## src/rtl/mem_stage.sv

```systemverilog
// mem_stage: RV64 memory-access stage between EX/MEM and mem_wb_reg.
// Runs one load/store at a time over a valid/ready data bus.
module mem_stage #(
    parameter int ADDR_W = 32,
    parameter int XLEN   = 64
) (
    input  logic              clk,
    input  logic              rst,
    input  logic              in_valid,
    output logic              in_ready,
    input  logic [31:0]       in_pc,
    input  logic [31:0]       in_inst,
    input  logic [4:0]        in_rd,
    input  logic              in_rd_w_en,
    input  logic              in_mem_r_en,
    input  logic              in_mem_w_en,
    input  logic [XLEN-1:0]   in_exu_result,
    input  logic [XLEN-1:0]   in_x_rs2,
    output logic              mem_req_valid,
    input  logic              mem_req_ready,
    output logic [ADDR_W-1:0] mem_req_addr,
    output logic              mem_req_wen,
    output logic [XLEN-1:0]   mem_wdata,
    output logic [7:0]        mem_wmask,
    input  logic              mem_rsp_valid,
    input  logic [XLEN-1:0]   mem_rdata,
    output logic              out_valid,
    input  logic              out_ready,
    output logic [31:0]       out_pc,
    output logic [31:0]       out_inst,
    output logic [4:0]        out_rd,
    output logic              out_rd_w_en,
    output logic [XLEN-1:0]   out_exu_result,
    output logic [XLEN-1:0]   out_lsu_r_data,
    output logic              out_misalign
);

    typedef enum logic [1:0] {IDLE, REQ, WAIT, DONE} state_t;

    state_t            state_q;
    logic [31:0]       pc_q;
    logic [31:0]       inst_q;
    logic [4:0]        rd_q;
    logic              rd_w_en_q;
    logic [XLEN-1:0]   exu_q;
    logic [XLEN-1:0]   lsu_q;
    logic              mis_q;
    logic              load_q;
    logic [ADDR_W-1:0] req_addr_q;
    logic              req_wen_q;
    logic [XLEN-1:0]   wdata_q;
    logic [7:0]        wmask_q;

    logic              accept;
    logic              is_mem_d;
    logic              mis_d;
    logic [2:0]        off_d;
    logic [7:0]        base_mask;
    logic [7:0]        wmask_d;
    logic [XLEN-1:0]   wdata_d;
    logic [XLEN-1:0]   ld_shift;
    logic              ld_sext;
    logic [XLEN-1:0]   lsu_d;

    assign in_ready = (state_q == IDLE) | ((state_q == DONE) & out_ready);
    assign accept   = in_valid & in_ready;
    assign is_mem_d = in_mem_r_en | in_mem_w_en;
    assign off_d    = in_exu_result[2:0];

    // Alignment check and byte-lane strobe base for the incoming access size
    always_comb begin
        mis_d     = 1'b0;
        base_mask = 8'h01;
        unique case (in_inst[13:12])
            2'd0: begin mis_d = 1'b0;         base_mask = 8'h01; end
            2'd1: begin mis_d = off_d[0];     base_mask = 8'h03; end
            2'd2: begin mis_d = |off_d[1:0];  base_mask = 8'h0F; end
            2'd3: begin mis_d = |off_d;       base_mask = 8'hFF; end
        endcase
        mis_d = mis_d & is_mem_d;
    end

    assign wmask_d = base_mask << off_d;
    assign wdata_d = in_x_rs2 << {off_d, 3'b000};

    assign ld_shift = mem_rdata >> {exu_q[2:0], 3'b000};
    assign ld_sext  = ~inst_q[14];

    // Truncate the lane-shifted read word and sign/zero extend it
    always_comb begin
        lsu_d = ld_shift;
        unique case (inst_q[13:12])
            2'd0: lsu_d = {{(XLEN-8){ld_sext & ld_shift[7]}}, ld_shift[7:0]};
            2'd1: lsu_d = {{(XLEN-16){ld_sext & ld_shift[15]}}, ld_shift[15:0]};
            2'd2: lsu_d = {{(XLEN-32){ld_sext & ld_shift[31]}}, ld_shift[31:0]};
            2'd3: lsu_d = ld_shift;
        endcase
    end

    // Stage FSM: latch on accept, run the bus request, hold the result in DONE
    always_ff @(posedge clk or posedge rst) begin
        if (rst) begin
            state_q    <= IDLE;
            pc_q       <= '0;
            inst_q     <= '0;
            rd_q       <= '0;
            rd_w_en_q  <= 1'b0;
            exu_q      <= '0;
            lsu_q      <= '0;
            mis_q      <= 1'b0;
            load_q     <= 1'b0;
            req_addr_q <= '0;
            req_wen_q  <= 1'b0;
            wdata_q    <= '0;
            wmask_q    <= '0;
        end else if (accept) begin
            pc_q       <= in_pc;
            inst_q     <= in_inst;
            rd_q       <= in_rd;
            rd_w_en_q  <= in_rd_w_en & ~mis_d;
            exu_q      <= in_exu_result;
            lsu_q      <= '0;
            mis_q      <= mis_d;
            load_q     <= in_mem_r_en;
            req_addr_q <= {in_exu_result[ADDR_W-1:3], 3'b000};
            req_wen_q  <= in_mem_w_en;
            wdata_q    <= wdata_d;
            wmask_q    <= wmask_d;
            state_q    <= (is_mem_d & ~mis_d) ? REQ : DONE;
        end else begin
            unique case (state_q)
                IDLE: state_q <= IDLE;
                REQ: begin
                    if (mem_req_ready) state_q <= WAIT;
                end
                WAIT: begin
                    if (mem_rsp_valid) begin
                        if (load_q) lsu_q <= lsu_d;
                        state_q <= DONE;
                    end
                end
                DONE: begin
                    if (out_ready) state_q <= IDLE;
                end
            endcase
        end
    end

    assign mem_req_valid  = (state_q == REQ);
    assign mem_req_addr   = req_addr_q;
    assign mem_req_wen    = req_wen_q;
    assign mem_wdata      = wdata_q;
    assign mem_wmask      = wmask_q;
    assign out_valid      = (state_q == DONE);
    assign out_pc         = pc_q;
    assign out_inst       = inst_q;
    assign out_rd         = rd_q;
    assign out_rd_w_en    = rd_w_en_q;
    assign out_exu_result = exu_q;
    assign out_lsu_r_data = lsu_q;
    assign out_misalign   = mis_q;

endmodule
```

## config.mk

```make
export PLATFORM = sky130hd
export DESIGN_NAME = mem_stage
export DESIGN_NICKNAME = d
export VERILOG_FILES = /design/src/rtl/mem_stage.sv
export SDC_FILE = /design/constraint.sdc
export NUM_CORES = 1
export LEC_CHECK = 0
export BUFFER_PORTS_ARGS = -buffer_cell sky130_fd_sc_hd__buf_2
export CELL_PAD_IN_SITES_DETAIL_PLACEMENT = 0
export CELL_PAD_IN_SITES_GLOBAL_PLACEMENT = 1
export CORE_AREA = 2 2 224 226
export CTS_BUF_LIST = sky130_fd_sc_hd__clkbuf_4 sky130_fd_sc_hd__clkbuf_8
export DETAILED_ROUTE_END_ITERATION = 6
export DIE_AREA = 0 0 226 228
export GPL_TIMING_DRIVEN = 0
export PLACE_DENSITY_LB_ADDON = 0.25
export SLEW_MARGIN = 20
export SYNTH_ARGS = -nofsm -noshare
export SYNTH_HDL_FRONTEND = slang
export SYNTH_SLANG_ARGS = --single-unit
```

## constraint.sdc

```tcl
create_clock -name clk -period 11.9 [get_ports clk]
set_input_delay 2.38 -clock clk [delete_from_list [all_inputs] [get_ports clk]]
set_output_delay 2.38 -clock clk [all_outputs]
set_load 0.005 [all_outputs]
```

; ---- Yosys cells after proc, flatten, opt, wreduce, memory -nomap -nowiden
; Cells that the tools add are included.
[classes]
n_reduce_logical = 10
eq_ne = 12
n_shift = 3
muxes = 13
n_bitwise = 12
[ops]
columns = operator, count
row1 = $mux W64, 4
row2 = $pmux W64 S4, 1
row3 = $shl A64 B6 Y64, 1
row4 = $shr A64 B6 Y64, 1
row5 = $pmux W8 S4, 1
row6 = $eq A2 B2 Y1 const B, 6
row7 = $mux W2, 5
row8 = $and A1 B1 Y1, 8
row9 = $pmux W2 S4, 1
row10 = $shl A8 B3 Y8, 1
row11 = $eq A2 B1 Y1 const B, 3
row12 = $logic_not A2 Y1, 3
row13 = $ne A3 B1 Y1 const B, 2
row14 = $reduce_and A3 Y1, 2
row15 = $reduce_bool A2 Y1, 3
row16 = $pmux W1 S4, 1
row17 = $ne A3 B3 Y1 const B, 1
row18 = $reduce_or A3 Y1, 1
row19 = $not A1 Y1, 2
row20 = $or A1 B1 Y1, 2
row21 = $reduce_or A2 Y1, 1
[word_totals]
word_cells = 63
in_bits = 270
regBits = 304
output_inout_bits = 307

; ---- Longest topological paths before layout
; Gate-level depths: netlist (run 1).
[depth]
word_depth = 7
depth_mapped = 9
mapped_depth_nobuf = 7

; ---- Worst setup path before layout (run 1)
; No wires, ideal clock.
[synth_path]
path_kind = input to output
from = in out_ready
to = out in_ready
slack_ns = 6.959
arrival_ns = 2.561
path_buffers = 0
t_required_ns = 9.520
path_stages = 1
cell_sequence = a21o_1
[synth_between]
elab_chain_cells = 2
[synth_lines]
columns = item, line
row1 = from (decl), 28  ; input logic out_ready,
row2 = $and A1 B1 Y1, 65  ; assign in_ready = (state_q == IDLE) | ((state_q == DONE) & out_ready);
row3 = $or A1 B1 Y1, 65
row4 = to (decl), 10  ; output logic in_ready,
; Every way passes these cells.

; ---- Worst setup path in the final report (run 1)
; Ends and elaborated chain as after synthesis.

==> results of run 1 <==
cell families after synthesis:
kind of cell	after synthesis
buffers and inverters	165
muxes	142
AOI/OAI and AO/OA	315
adders and majority gates	4
DFF	275
and+or+nand+nor	617
other	1
final timing paths:
kind / endpoint / slack, ns / depth (start not counted)
setup / recovery: in_ready / 6.69 / 3
hold reg to reg: out_pc[31]$_DFFE_PP0P_ / 0.47 / 2
setup reg to reg: out_inst[12]$_DFFE_PP0P_ / 8.86 / 9
min in group asynchronous: out_rd[3]$_DFFE_PP0P_ / 1.66 / 2
max in group asynchronous: out_lsu_r_data[25]$_DFFE_PP0P_ / 9.11 / 4
hold / removal: out_pc[31]$_DFFE_PP0P_ / 0.47 / 2
layout make-up:
type | count | area (um2)
clock buffer | 77 | 1010
inverter | 9 | 41.3
sequential | 275 | 6880
timing repair buffer | 573 | 2940
buffer | 156 | 790
multi-input combinational | 1081 | 6510
antenna | 10 | 25.0
tap | 672 | 841
clock inverter | 14 | 171
fill | 5169 | 30100
through the flow:
stage          instances  TNS [ns]  hold slack (ns)
5_1_grt             2863         0            0.488
4_1_cts             2857         0            0.472
6_report            2867         0            0.467
2_1_floorplan       1521         0            0.461
3_3_place_gp        2763   -465.46            0.452
3_5_place_dp        2766         0            0.457
cell usage after synthesis (all sizes together) (3+ instances only):
library cell,instances
a21o,5
a21oi,38
dfrtp,275
nand2,494
o21ai,60
o21a,9
clkbuf,76
nand3,33
o211ai,18
and2,7
mux2,14
nand2b,4
a21boi,6
a22o,57
mux2i,109
or3,9
mux4,19
ha,4
inv,9
a311oi,6
nor2,41
o2bb2ai,15
buf,80
a31o,9
nor3,3
a211oi,42
o2111ai,9
o31ai,15
nor2b,20
o221ai,13
worst max-delay path, stage by stage:
cell	delay, ns
sky130_fd_sc_hd__buf_2	0.10
sky130_fd_sc_hd__a21o_1	0.20
sky130_fd_sc_hd__buf_2	0.14
registers in the layout, indices dropped and copies added, names as in the netlist:
| register | flops |
|---|---|
| mem_req_wen | 1 |
| out_lsu_r_data | 64 |
| out_misalign | 1 |
| state_q | 2 |
| out_rd | 5 |
| out_pc | 32 |
| load_q | 1 |
| mem_wdata | 64 |
| mem_wmask | 8 |
| out_rd_w_en | 1 |
| out_inst | 32 |
| out_exu_result | 64 |
layer usage:
layer | GRT usage | wire, um
met5 | 0 | 19
met2 | 0.423 | 32000
met3 | 0.0580 | 4860
met1 | 0.310 | 27200
met4 | 0.111 | 2810
power by group through the flow:
| stage | logic [mW] | clock network, mW | registers, mW |
|---|---|---|---|
| 3_5_place_dp | 2.39 | 0 | 1.66 |
| 5_1_grt | 2.59 | 1.12 | 1.70 |
| 2_1_floorplan | 1.21 | 0 | 1.64 |
| 4_1_cts | 2.39 | 1.08 | 1.64 |
| 3_3_place_gp | 2.37 | 0 | 1.64 |
| 6_report | 2.37 | 1.05 | 1.65 |
==> impl.org, run 1 <==
** Place
- Buffers placed on the I/O ports in this run total 570.
- Pre-CTS worst setup slack :: roughly 6.7 ns
- Total half-perimeter wirelength after legalization and detailed placement :: about 53 mm
- Once placement finished, the instance area stood at around 18,000 um2.
- GP Congestion :: around 0.94

** Yosys
- Sequential fraction of the synthesis area :: 0.485
- Multiplexer share of the synthesized area :: 0.118
- Counting flops with an async set or reset pin after synthesis yields a share of 1.00.
- Counting every instance in the synthesized netlist gives about 1,500.
- Area share of the leading cell type in the synthesized netlist :: 0.485
- Synthesis-stage register bit count :: ~280
- The netlist uses 52 different library cells.
- Of the total synthesized cell area, the portion taken by full adders, half adders and majority gates is 0.00352.
- After synthesis, the largest family of logic cells by area is simple AND/OR/NAND/NOR gates.
- Most area-consuming cells after synthesis :: sky130_fd_sc_hd__dfrtp_1, sky130_fd_sc_hd__nand2_1, sky130_fd_sc_hd__mux2i_1
- The Yosys step of the flow raised 0 warnings.
- Count of flip-flops with a built-in enable after synthesis :: 0
- Ys flop type :: sky130_fd_sc_hd__dfrtp_1
- Of the total synthesized cell area, the portion taken by XOR and XNOR cells is 0.
- Simple-gate area share of the yosys netlist :: 0.175
- Post-synthesis compound-gate area fraction :: 0.160
- Summing every instance area after synthesis gives roughly 14,000 um2.
- Average cell area after synthesis :: ~9.3 um2
- Cell taking the most area after synthesis :: sky130_fd_sc_hd__dfrtp_1

** Final layout
- Final instance area :: about 19,000 um2
- Post-layout utilization of the core :: 0.389
- The library cell used most frequently in the layout, excluding fill and tap cells, is sky130_fd_sc_hd__buf_2.
- Of the cells placed in the final design, the portion with a size suffix greater than 1 is 0.356.
- The net count of the finished layout is 2,422.
- Layout-stage area growth over the synthesis result :: 35.2%
- The top cell types in the final layout, fill and taps aside, are sky130_fd_sc_hd__buf_2, sky130_fd_sc_hd__nand2_1, sky130_fd_sc_hd__dfrtp_1, sky130_fd_sc_hd__mux2i_1, sky130_fd_sc_hd__clkbuf_1.

** Global route
- First-pass GRT wire length :: a little under 100 mm
- The total overflow left after global routing is 0.
- Across every metal layer, demand over resource in global routing totals 0.253.
- The number of antenna violations at the first check in global routing was 8.
- Pin count of the biggest net entering global routing :: 96
- The via count of the first global-routing pass was 14,200.

** Clocking
- Number of instances resized during post-cts repair :: 0
- For this design, the CTS-stage hold fixing added 0 buffers.
- After clock tree synthesis, the clock-pin slew on the worst setup and hold paths is ~0.06 ns.
- TritonCTS built the clock tree.
- Post-CTS timing repair inserted 0 buffers for setup.
- Root cell of the clock tree :: sky130_fd_sc_hd__clkbuf_8
- Counting the buffers created by CTS gives 52.
- Later-pin clock latency in the skew report :: roughly 0.64 ns
- CTS saw 275 sinks.
- Max Buffers Root-to-Sink :: 3
- The H-tree generated during clock tree synthesis spans 2 levels.

** Timing
- Setup violations remaining at the end of the flow were counted as 0.
- The routed design could run at a clock period as short as about 5.2 ns.
- The number of pins exceeding their max-slew limit in the final report was 0.
- Timing would allow up to 192 MHz.
- Post-route clock period utilization :: 0.438
- Final clock skew :: 0.0423 ns
- Headroom to the max-slew limit :: 0.349
- Worst Setup Slack, final :: around 6.7 ns
- Count of final hold-check violations :: 0
- Transition time at the pin with the least slew margin :: about 1 ns
- Setup repair after global routing left no endpoint under its margin.

** Critical path
- Worst path required time :: between 9 and 10 ns
- STA classifies the critical path startpoint as an input pin.
- Data on the critical path arrives at its endpoint at about 2.8 ns.
- The critical path starts at out_ready.
- Along the worst path, the maximum fanout reaches 3.
- Kind of critical path :: in2out
- In this run the critical register-to-register path is launched from state_q[0]$_DFFE_PP0P_.
- Nature of the critical path endpoint :: output port

** Power and ir drop
- Share of power burned in the clock network :: 0.207
- Sw frac :: 0.420
- The completed layout was analyzed and its total power is 5.07 mW.
- IR analysis of the VDD net gives a maximum drop of ~0.1 mV.
- The share of total power dissipated in sequential elements is 0.325.
- In this run the power spent charging and discharging nets is 2.13 mW.
- Of the total power, combinational logic draws 0.468.
- The internal power of the cells totals 2.94 mW.
- Ratio of total power to cell area :: 264 nW/um2
- Leakage component of the power :: 10.1 nW

** Routing
- The final layout contains routed wiring with a total length of around 67 mm.
- Number of search-and-repair iterations in the first detailed-routing pass :: 5
- Post-route ant nets :: 0
- Via count :: 14,200
- In the final routed layout, each cell accounts on average for about 23 um.
- Iter 0 DRT Violations :: ~1,100
- Using the TritonRoute via totals, the vias-per-cell ratio works out to between 4 and 5.
- Total DRC errors in the routed layout :: 0

** Status
- Outcome :: completed

** Floorplanning
- The die covers just over 50,000 um2.
- After floorplanning, the core was divided into between 80 and 90 placement rows.
- Floorplan Core Area :: 49,300 um2
- Starting density of the core :: 0.288
- Vertical extent of the die :: around 230 um
- Number of ports placed on the die boundary :: around 580
- X dimension of the die :: roughly 230 um

** Hold path
- Startpoint of the tightest hold check path :: out_pc[31]$_DFFE_PP0P_
- Min-Delay Path Class :: reg2reg

** Job
- Max-cap check violation count :: 0
Note: power is estimated with default switching activity, not from simulation.
==> run 2, diff against run 1 <==
==> constraint.sdc (replaced) <==
create_clock -name clk -period 5 [get_ports clk]
set_input_delay 1 -clock clk [delete_from_list [all_inputs] [get_ports clk]]
set_output_delay 1 -clock clk [all_outputs]
set_load 0.005 [all_outputs]
==> impl.org, run 2 (synthesis results as in run 1) <==
** Floorplanning
- X dimension of the die :: 226 um (unchanged)
- Floorplan Core Area :: 49,300 um2 (unchanged)
- Number of ports placed on the die boundary :: 577 (unchanged)
- The die area came to 51,500 um2 (unchanged).
- The starting density of the core came to 0.288 (unchanged).
- The row count is 82 (unchanged).
- Vertical extent of the die :: 228 um (unchanged)

** Clocking
- The number of setup buffers added after CTS came to 0 (unchanged).
- CTS Buf Count :: 51 (-1.9%)
- The count of clock tree sinks came to 275 (unchanged).
- The total number of H-tree levels is 2 (unchanged).
- Max Buffers Root-to-Sink :: 3 (unchanged)
- Number of instances resized during post-cts repair :: 0 (unchanged)
- CTS tree :: done
- Root cell of the clock tree :: sky130_fd_sc_hd__clkbuf_8
- Later-pin clock latency in the skew report :: 0.66 ns (+0.02 ns)
- Clk pin slew, worst setup/hold paths :: 0.06 ns (about the same)
- Number of buffers inserted by hold repair at cts :: 0 (unchanged)

** Global route
- Initial antenna violation count :: 9 (+1)
- The overflow left after global routing came to 0 (unchanged).
- The combined global-route utilization of all metal layers came to 0.257 (+0.00402).
- The maximum number of pins on one net before global-route repair is 33 (-66%).
- Vias in the first global route :: 14,400 (+1.6%)
- The first-pass GRT wire length is 97.8 mm (+1.3%).

** Place
- The final weighted congestion in routability-driven placement was 0.921 (-2.5%).
- Pre-CTS worst setup slack :: 1.38 ns (-5.30 ns)
- The count of input and output buffers is 570 (unchanged).
- The detailed placer's ending HPWL was 54.1 mm (+2.2%).

** Final layout
- Leaving out fill and tap cells, the most frequent cell in the layout is sky130_fd_sc_hd__buf_2.
- The fraction of layout instances using a drive strength above 1 is 0.358 (+0.00206).
- The number of nets in the final layout is 2,427 (+0.21%).
- Post-layout utilization of the core :: 0.391 (+0.00198)
- Most used cells in the layout excluding fill and tap cells :: sky130_fd_sc_hd__buf_2, sky130_fd_sc_hd__nand2_1, sky130_fd_sc_hd__dfrtp_1, sky130_fd_sc_hd__mux2i_1, sky130_fd_sc_hd__clkbuf_1
- Layout-stage area growth over the synthesis result :: 35.9%

** Critical path
- The critical path goes through inv_1, ha_1, a21o_1, nand2_1, clkbuf_1, clkbuf_1, buf_1, nand2_1, nand2_1.
- The required time reported for the critical path endpoint came to 5.57 ns (-3.95 ns).
- Data arrival time at the worst-slack endpoint :: 3.63 ns (+0.80 ns)
- STA classifies the critical path endpoint as a flop.
- Counting stages on the worst path, the most repeated cell is sky130_fd_sc_hd__nand2_1.
- By startpoint and endpoint, the worst setup path is classified as reg2reg.
- The total buffers and inverters traversed by the critical path is 4 (+2).
- Among cell families on the critical path, the largest total delay comes from buffers and inverters.
- Among all stages on the critical path, the largest delay is contributed by sky130_fd_sc_hd__clkbuf_1.
- The delay of the slowest cell on the worst path is 0.66 ns (+0.46 ns).
- Kind of start point of the critical path :: flop
- The maximum fanout along the worst path was 10 (+7).

** Timing
- Max frequency :: 328 MHz
- Post-route clock period utilization :: 0.610
- The relative slew slack is 0.328 (-0.0205).
- The number of endpoints with negative hold slack in the final report is 0 (unchanged).
- The actual slew at the worst max-slew pin came to 1.00 ns (+0.0306 ns).
- The final worst setup slack is 1.95 ns (-4.74 ns).
- Final clock skew :: 0.0575 ns (+0.0152 ns)
- Worst hold slack after final layout :: 0.394 ns (-0.0731 ns)
- Final setup violation count :: 0 (unchanged)
- Final slew viol count :: 0 (unchanged)
- The worst path in the final design needs a cycle of 3.05 ns, including I/O delays and setup.
- RSZ-0062 raised after global routing :: no

** Routing
- Number of search-and-repair iterations in the first detailed-routing pass :: 5 (unchanged)
- Post-DR vias/cell :: 4.99 (+0.92%)
- The antenna violation net count after detailed routing came to 0 (unchanged).
- The wire length reported by the detailed router is 67.6 mm (+1.2%).
- Via count :: 14,300 (+0.99%)
- The DRC violation total after the first TritonRoute iteration is 996 (-5.9%).
- The post-detailed-route DRC marker count is 0 (unchanged).
- The detailed-route wire length per cell came to 23.6 um (+1.1%).

** Status
- The run finished with clean final reports.

** Power and ir drop
- The peak supply drop was 0.259 mV (+160%).
- Ratio of total power to cell area :: 627 nW/um2 (+140%)
- The post-route total power came to 12.1 mW (+140%).
- The leakage power total was 10.1 nW (+0.52%).

** Hold path
- The path class of the tightest hold or removal check is in2async.

** Job
- The max-capacitance violation count was 0 (unchanged).
## run 2: cell count changes in the layout (fill, tap and decap cells not counted), sizes merged
cell,before,now
buf,653,659
diode,10,5
clkinv,8,10
inv,11,9
clkbuf,153,154
## run 2: layer usage
layer | part of all wire | up-vias | track usage
met3 | 0.075 | 133 | 0.0573
met1 | 0.40 | 7000 | 0.311
met5 | 0.00071 | - | 0
li1 | - | 6533 | -
met2 | 0.49 | 645 | 0.438
met4 | 0.040 | 8 | 0.105
## run 2: worst reg2reg max path, stage by stage (launching register included)
cell,delay (ns)
sky130_fd_sc_hd__dfrtp_1,0.40
sky130_fd_sc_hd__inv_1,0.08
sky130_fd_sc_hd__ha_1,0.18
sky130_fd_sc_hd__a21o_1,0.18
sky130_fd_sc_hd__nand2_1,0.34
sky130_fd_sc_hd__clkbuf_1,0.45
sky130_fd_sc_hd__clkbuf_1,0.67
sky130_fd_sc_hd__buf_1,0.46
sky130_fd_sc_hd__nand2_1,0.11
sky130_fd_sc_hd__nand2_1,0.09
## run 2: area by class of cell
| type | count | area, um2 |
|---|---|---|
| clock inverters | 14 | 174 |
| repair buffers | 579 | 3030 |
| diodes | 5 | 12.5 |
| fillers | 5170 | 30100 |
| inverters | 9 | 37.5 |
| plain buffers | 156 | 790 |
| well taps | 672 | 841 |
| clock buffers | 78 | 1020 |
| flip-flops and latches | 275 | 6880 |
| multi-input cells | 1081 | 6510 |
## run 2: report_power, final
part / switching, mW / total (mW) / leakage [nW] / internal, mW
clock network: 1.05 / 2.51 / 0.634 / 1.47
logic: 3.36 / 5.67 / 5.94 / 2.30
registers: 0.665 / 3.91 / 3.53 / 3.25
total: 5.08 / 12.1 / 10.1 / 7.02
## run 2: worst paths after layout
kind                                    startpoint                             end  slack, ns  depth (start not counted)
min in group clk           out_rd_w_en$_DFFE_PP0P_         out_rd_w_en$_DFFE_PP0P_       0.46                          2
min reg2reg                out_rd_w_en$_DFFE_PP0P_         out_rd_w_en$_DFFE_PP0P_       0.46                          2
max                         state_q[1]$_DFFE_PP0P_  out_exu_result[11]$_DFFE_PP0P_       1.95                          9
min                                            rst  out_exu_result[61]$_DFFE_PP0P_       0.39                          2
max reg2reg                 state_q[1]$_DFFE_PP0P_  out_exu_result[11]$_DFFE_PP0P_       1.95                          9
max in group asynchronous                      rst       mem_wdata[42]$_DFFE_PP0P_       3.05                          7
## run 2: per-stage QoR
step / std cells / setup TNS, ns / area, um2
floorplan: 1521 / 0 / 14200
global placement: 2763 / -422.05 / 17900
detailed placement: 2772 / 0 / 18100
CTS: 2864 / 0 / 19300
global route: 2868 / 0 / 19300
finish: 2869 / 0 / 19300
==> run 3, diff against run 2 <==
==> constraint.sdc (replaced) <==
create_clock -name clk -period 2.8 [get_ports clk]
set_input_delay 0.56 -clock clk [delete_from_list [all_inputs] [get_ports clk]]
set_output_delay 0.56 -clock clk [all_outputs]
set_load 0.005 [all_outputs]
==> impl.org, run 3 (synthesis results as in run 1) <==
** Final layout
- The post-route standard cell area excluding fillers was 19,300 um2 (+0.14%).
- The fraction of layout instances using a drive strength above 1 was 0.362 (+0.00440).
- The number of nets in the final layout came to 2,428 (+0.041%).
- The core occupancy in the finished layout was 0.392 (+0.000533).
- Area taken by multi-input logic gates :: 6510 um2 (about the same)
- In the layout the commonest cells are sky130_fd_sc_hd__buf_2, sky130_fd_sc_hd__nand2_1, sky130_fd_sc_hd__dfrtp_1, sky130_fd_sc_hd__mux2i_1, sky130_fd_sc_hd__clkbuf_1.
- Number of non-filler instances in the completed layout :: 2,870 (+0.035%)
- Layout-stage area growth over the synthesis result :: 36.1%
- Flip-flop and latch area :: 6880 um2 (unchanged)
- Filler cell count :: 5,172 (+0.039%)
- Most common cell after layout, fill and taps aside :: sky130_fd_sc_hd__buf_2

** Clocking
- The total number of H-tree levels was 2 (unchanged).
- The count of clock tree sinks came to 275 (unchanged).
- The source-to-sink clock delay at the later pin of the worst-skew pair came to 0.66 ns (about the same).
- Post-CTS setup buffer count :: 0 (unchanged)
- Max Buffers Root-to-Sink :: 3 (unchanged)
- CTS tree :: done
- The CTS buffer count was 51 (unchanged).
- Clk pin slew, worst setup/hold paths :: 0.06 ns (about the same)
- In this run the clock root is driven by a sky130_fd_sc_hd__clkbuf_8.

** Routing
- Post-route ant nets :: 0 (unchanged)
- The via count of the routed design is 14,300 (-0.36%).
- The wire length reported by the detailed router came to 67.6 mm (about the same).
- The vias per cell is 4.97 (-0.40%).
- The first-pass detailed-route iteration total is 5 (unchanged).
- The detailed-route wire length per cell was 23.6 um (about the same).
- The post-detailed-route DRC marker count is 0 (unchanged).
- Iter 0 DRT Violations :: 945 (-5.1%)

** Timing
- Headroom to the max-slew limit :: 0.338 (+0.00910)
- Final slew viol count :: 0 (unchanged)
- Post-route clock period utilization :: 0.943 (+0.332)
- Max frequency :: 379 MHz (+16%)
- The worst hold margin came to 0.0890 ns (-0.305 ns).
- Setup repair after global routing could not meet its margin everywhere.
- The number of endpoints failing setup at the final stage was 0 (unchanged).
- Final total negative setup slack :: 0 ns (unchanged)
- Worst Setup Slack, final :: 0.161 ns (-1.79 ns)
- The actual slew at the worst max-slew pin came to 0.990 ns (-0.0136 ns).
- The number of endpoints with negative hold slack in the final report was 0 (unchanged).
- Final clock skew :: 0.0555 ns (-0.00200 ns)
- Min cycle time layout :: 2.64 ns (-0.413 ns)

** Critical path
- The flop-to-flop setup slack came to 0.16 ns (-1.79 ns).
- Data arrival time at the worst-slack endpoint :: 3.12 ns (-0.51 ns)
- Worst flop-to-flop path endpoint :: out_lsu_r_data[11]$_DFFE_PP0P_
- Depth of the worst register-to-register path :: 8 (-1)
- Worst R2R Start :: out_exu_result[1]$_DFFE_PP0P_
- The maximum fanout along the worst path was 10 (unchanged).
- The required time reported for the critical path endpoint came to 3.28 ns (-2.29 ns).
- The worst setup path is launched from a flop.
- The critical path in this run is classified as reg2reg.
- Nature of the critical path endpoint :: flop

** Floorplanning
- Number of placement rows :: 82 (unchanged)
- The die area came to 51,500 um2 (unchanged).
- The starting density of the core was 0.288 (unchanged).
- The die span in y was 228 um (unchanged).
- X dimension of the die :: 226 um (unchanged)
- Floorplan Core Area :: 49,300 um2 (unchanged)
- Number of ports placed on the die boundary :: 577 (unchanged)

** Power and ir drop
- Leakage component of the power :: 10.1 nW (+0.28%)
- Ratio of total power to cell area :: 1120 nW/um2 (+78%)
- Maximum vdd drop :: 0.461 mV (+78%)
- Sum of internal, switching and leakage power :: 21.6 mW (+79%)

** Place
- GP Congestion :: 0.921 (unchanged)
- Post-placement cell area :: 18,100 um2 (unchanged)
- The post-placement cell count was 2,772 (unchanged).
- The worst slack at placement came to -0.380 ns (-1.76 ns).
- # port buffers :: 570 (unchanged)
- The detailed placer's ending HPWL came to 54.1 mm (unchanged).

** Job
- Max-cap check violation count :: 0 (unchanged)

** Global route
- First-pass GRT wire length :: 97.8 mm (about the same)
- All-layer global routing usage :: 0.257 (about the same)
- Vias in the first global route :: 14,400 (+0.069%)
- Initial antenna violation count :: 9 (unchanged)
- The maximum number of pins on one net before global-route repair was 33 (unchanged).
- GRT Residual Overflow :: 0 (unchanged)

** Hold path
- The worst hold path begins at in_pc[16].
- Counting instances, the worst hold path has a depth of 3.
- Worst Hold End :: out_pc[16]$_DFFE_PP0P_
- Min-Delay Path Class :: in2reg

** Status
- Outcome :: completed
## run 3: layout make-up
class                           count  share of cell area
Sequential cell                   275               0.356
Multi-Input combinational cell   1081               0.337
Timing Repair Buffer              580               0.157
Clock buffer                       78              0.0530
Tap cell                          672              0.0435
Buffer                            156              0.0416
Clock inverter                     14             0.00900
Inverter                            9             0.00194
Antenna cell                        5            0.000647
## run 3: power breakdown
part | internal (mW) | switching [mW] | total [mW]
logic | 4.13 | 6.01 | 10.1
registers | 5.80 | 1.19 | 6.99
clock network | 2.62 | 1.87 | 4.49
total | 12.5 | 9.07 | 21.6
## run 3: what timing repair did
action	4_1_cts	5_1_grt
endpoints found under the setup margin	77	59
hold buffers	1	0
resized for setup	4	9
endpoints found under the hold margin	23	0
## run 3: how the worst max path moves through the flow
stage                                          end                          start  depth (start not counted)  slack, ns
floorplan                       load_q$_DFFE_PP0P_                            rst                          1      -1.40
global placement          mem_wmask[0]$_DFFE_PP0P_                            rst                          2      -3.36
detailed placement  out_exu_result[13]$_DFFE_PP0P_                      out_ready                          8      -0.38
CTS                       out_inst[12]$_DFFE_PP0P_         state_q[1]$_DFFE_PP0P_                          9       0.01
global route              out_inst[12]$_DFFE_PP0P_         state_q[0]$_DFFE_PP0P_                          9      -0.02
finish              out_lsu_r_data[11]$_DFFE_PP0P_  out_exu_result[1]$_DFFE_PP0P_                          8       0.16
## run 3: worst max-delay path: stages, from the launching register on
cell and delay, ns:
sky130_fd_sc_hd__dfrtp_1 0.47, sky130_fd_sc_hd__buf_6 0.18, sky130_fd_sc_hd__buf_6 0.14, sky130_fd_sc_hd__buf_6 0.18
sky130_fd_sc_hd__mux2i_1 0.47, sky130_fd_sc_hd__o2bb2ai_1 0.29, sky130_fd_sc_hd__and2_1 0.23, sky130_fd_sc_hd__a311oi_1 0.37
sky130_fd_sc_hd__o31ai_1 0.11
## run 3: layer usage
layer  up-vias  track usage  wire [um]
met2       629        0.439      33000
met3       135       0.0573       4890
met1      6957        0.311      27000
met4         8        0.105       2720
li1       6538            -          -
met5         -            0         48
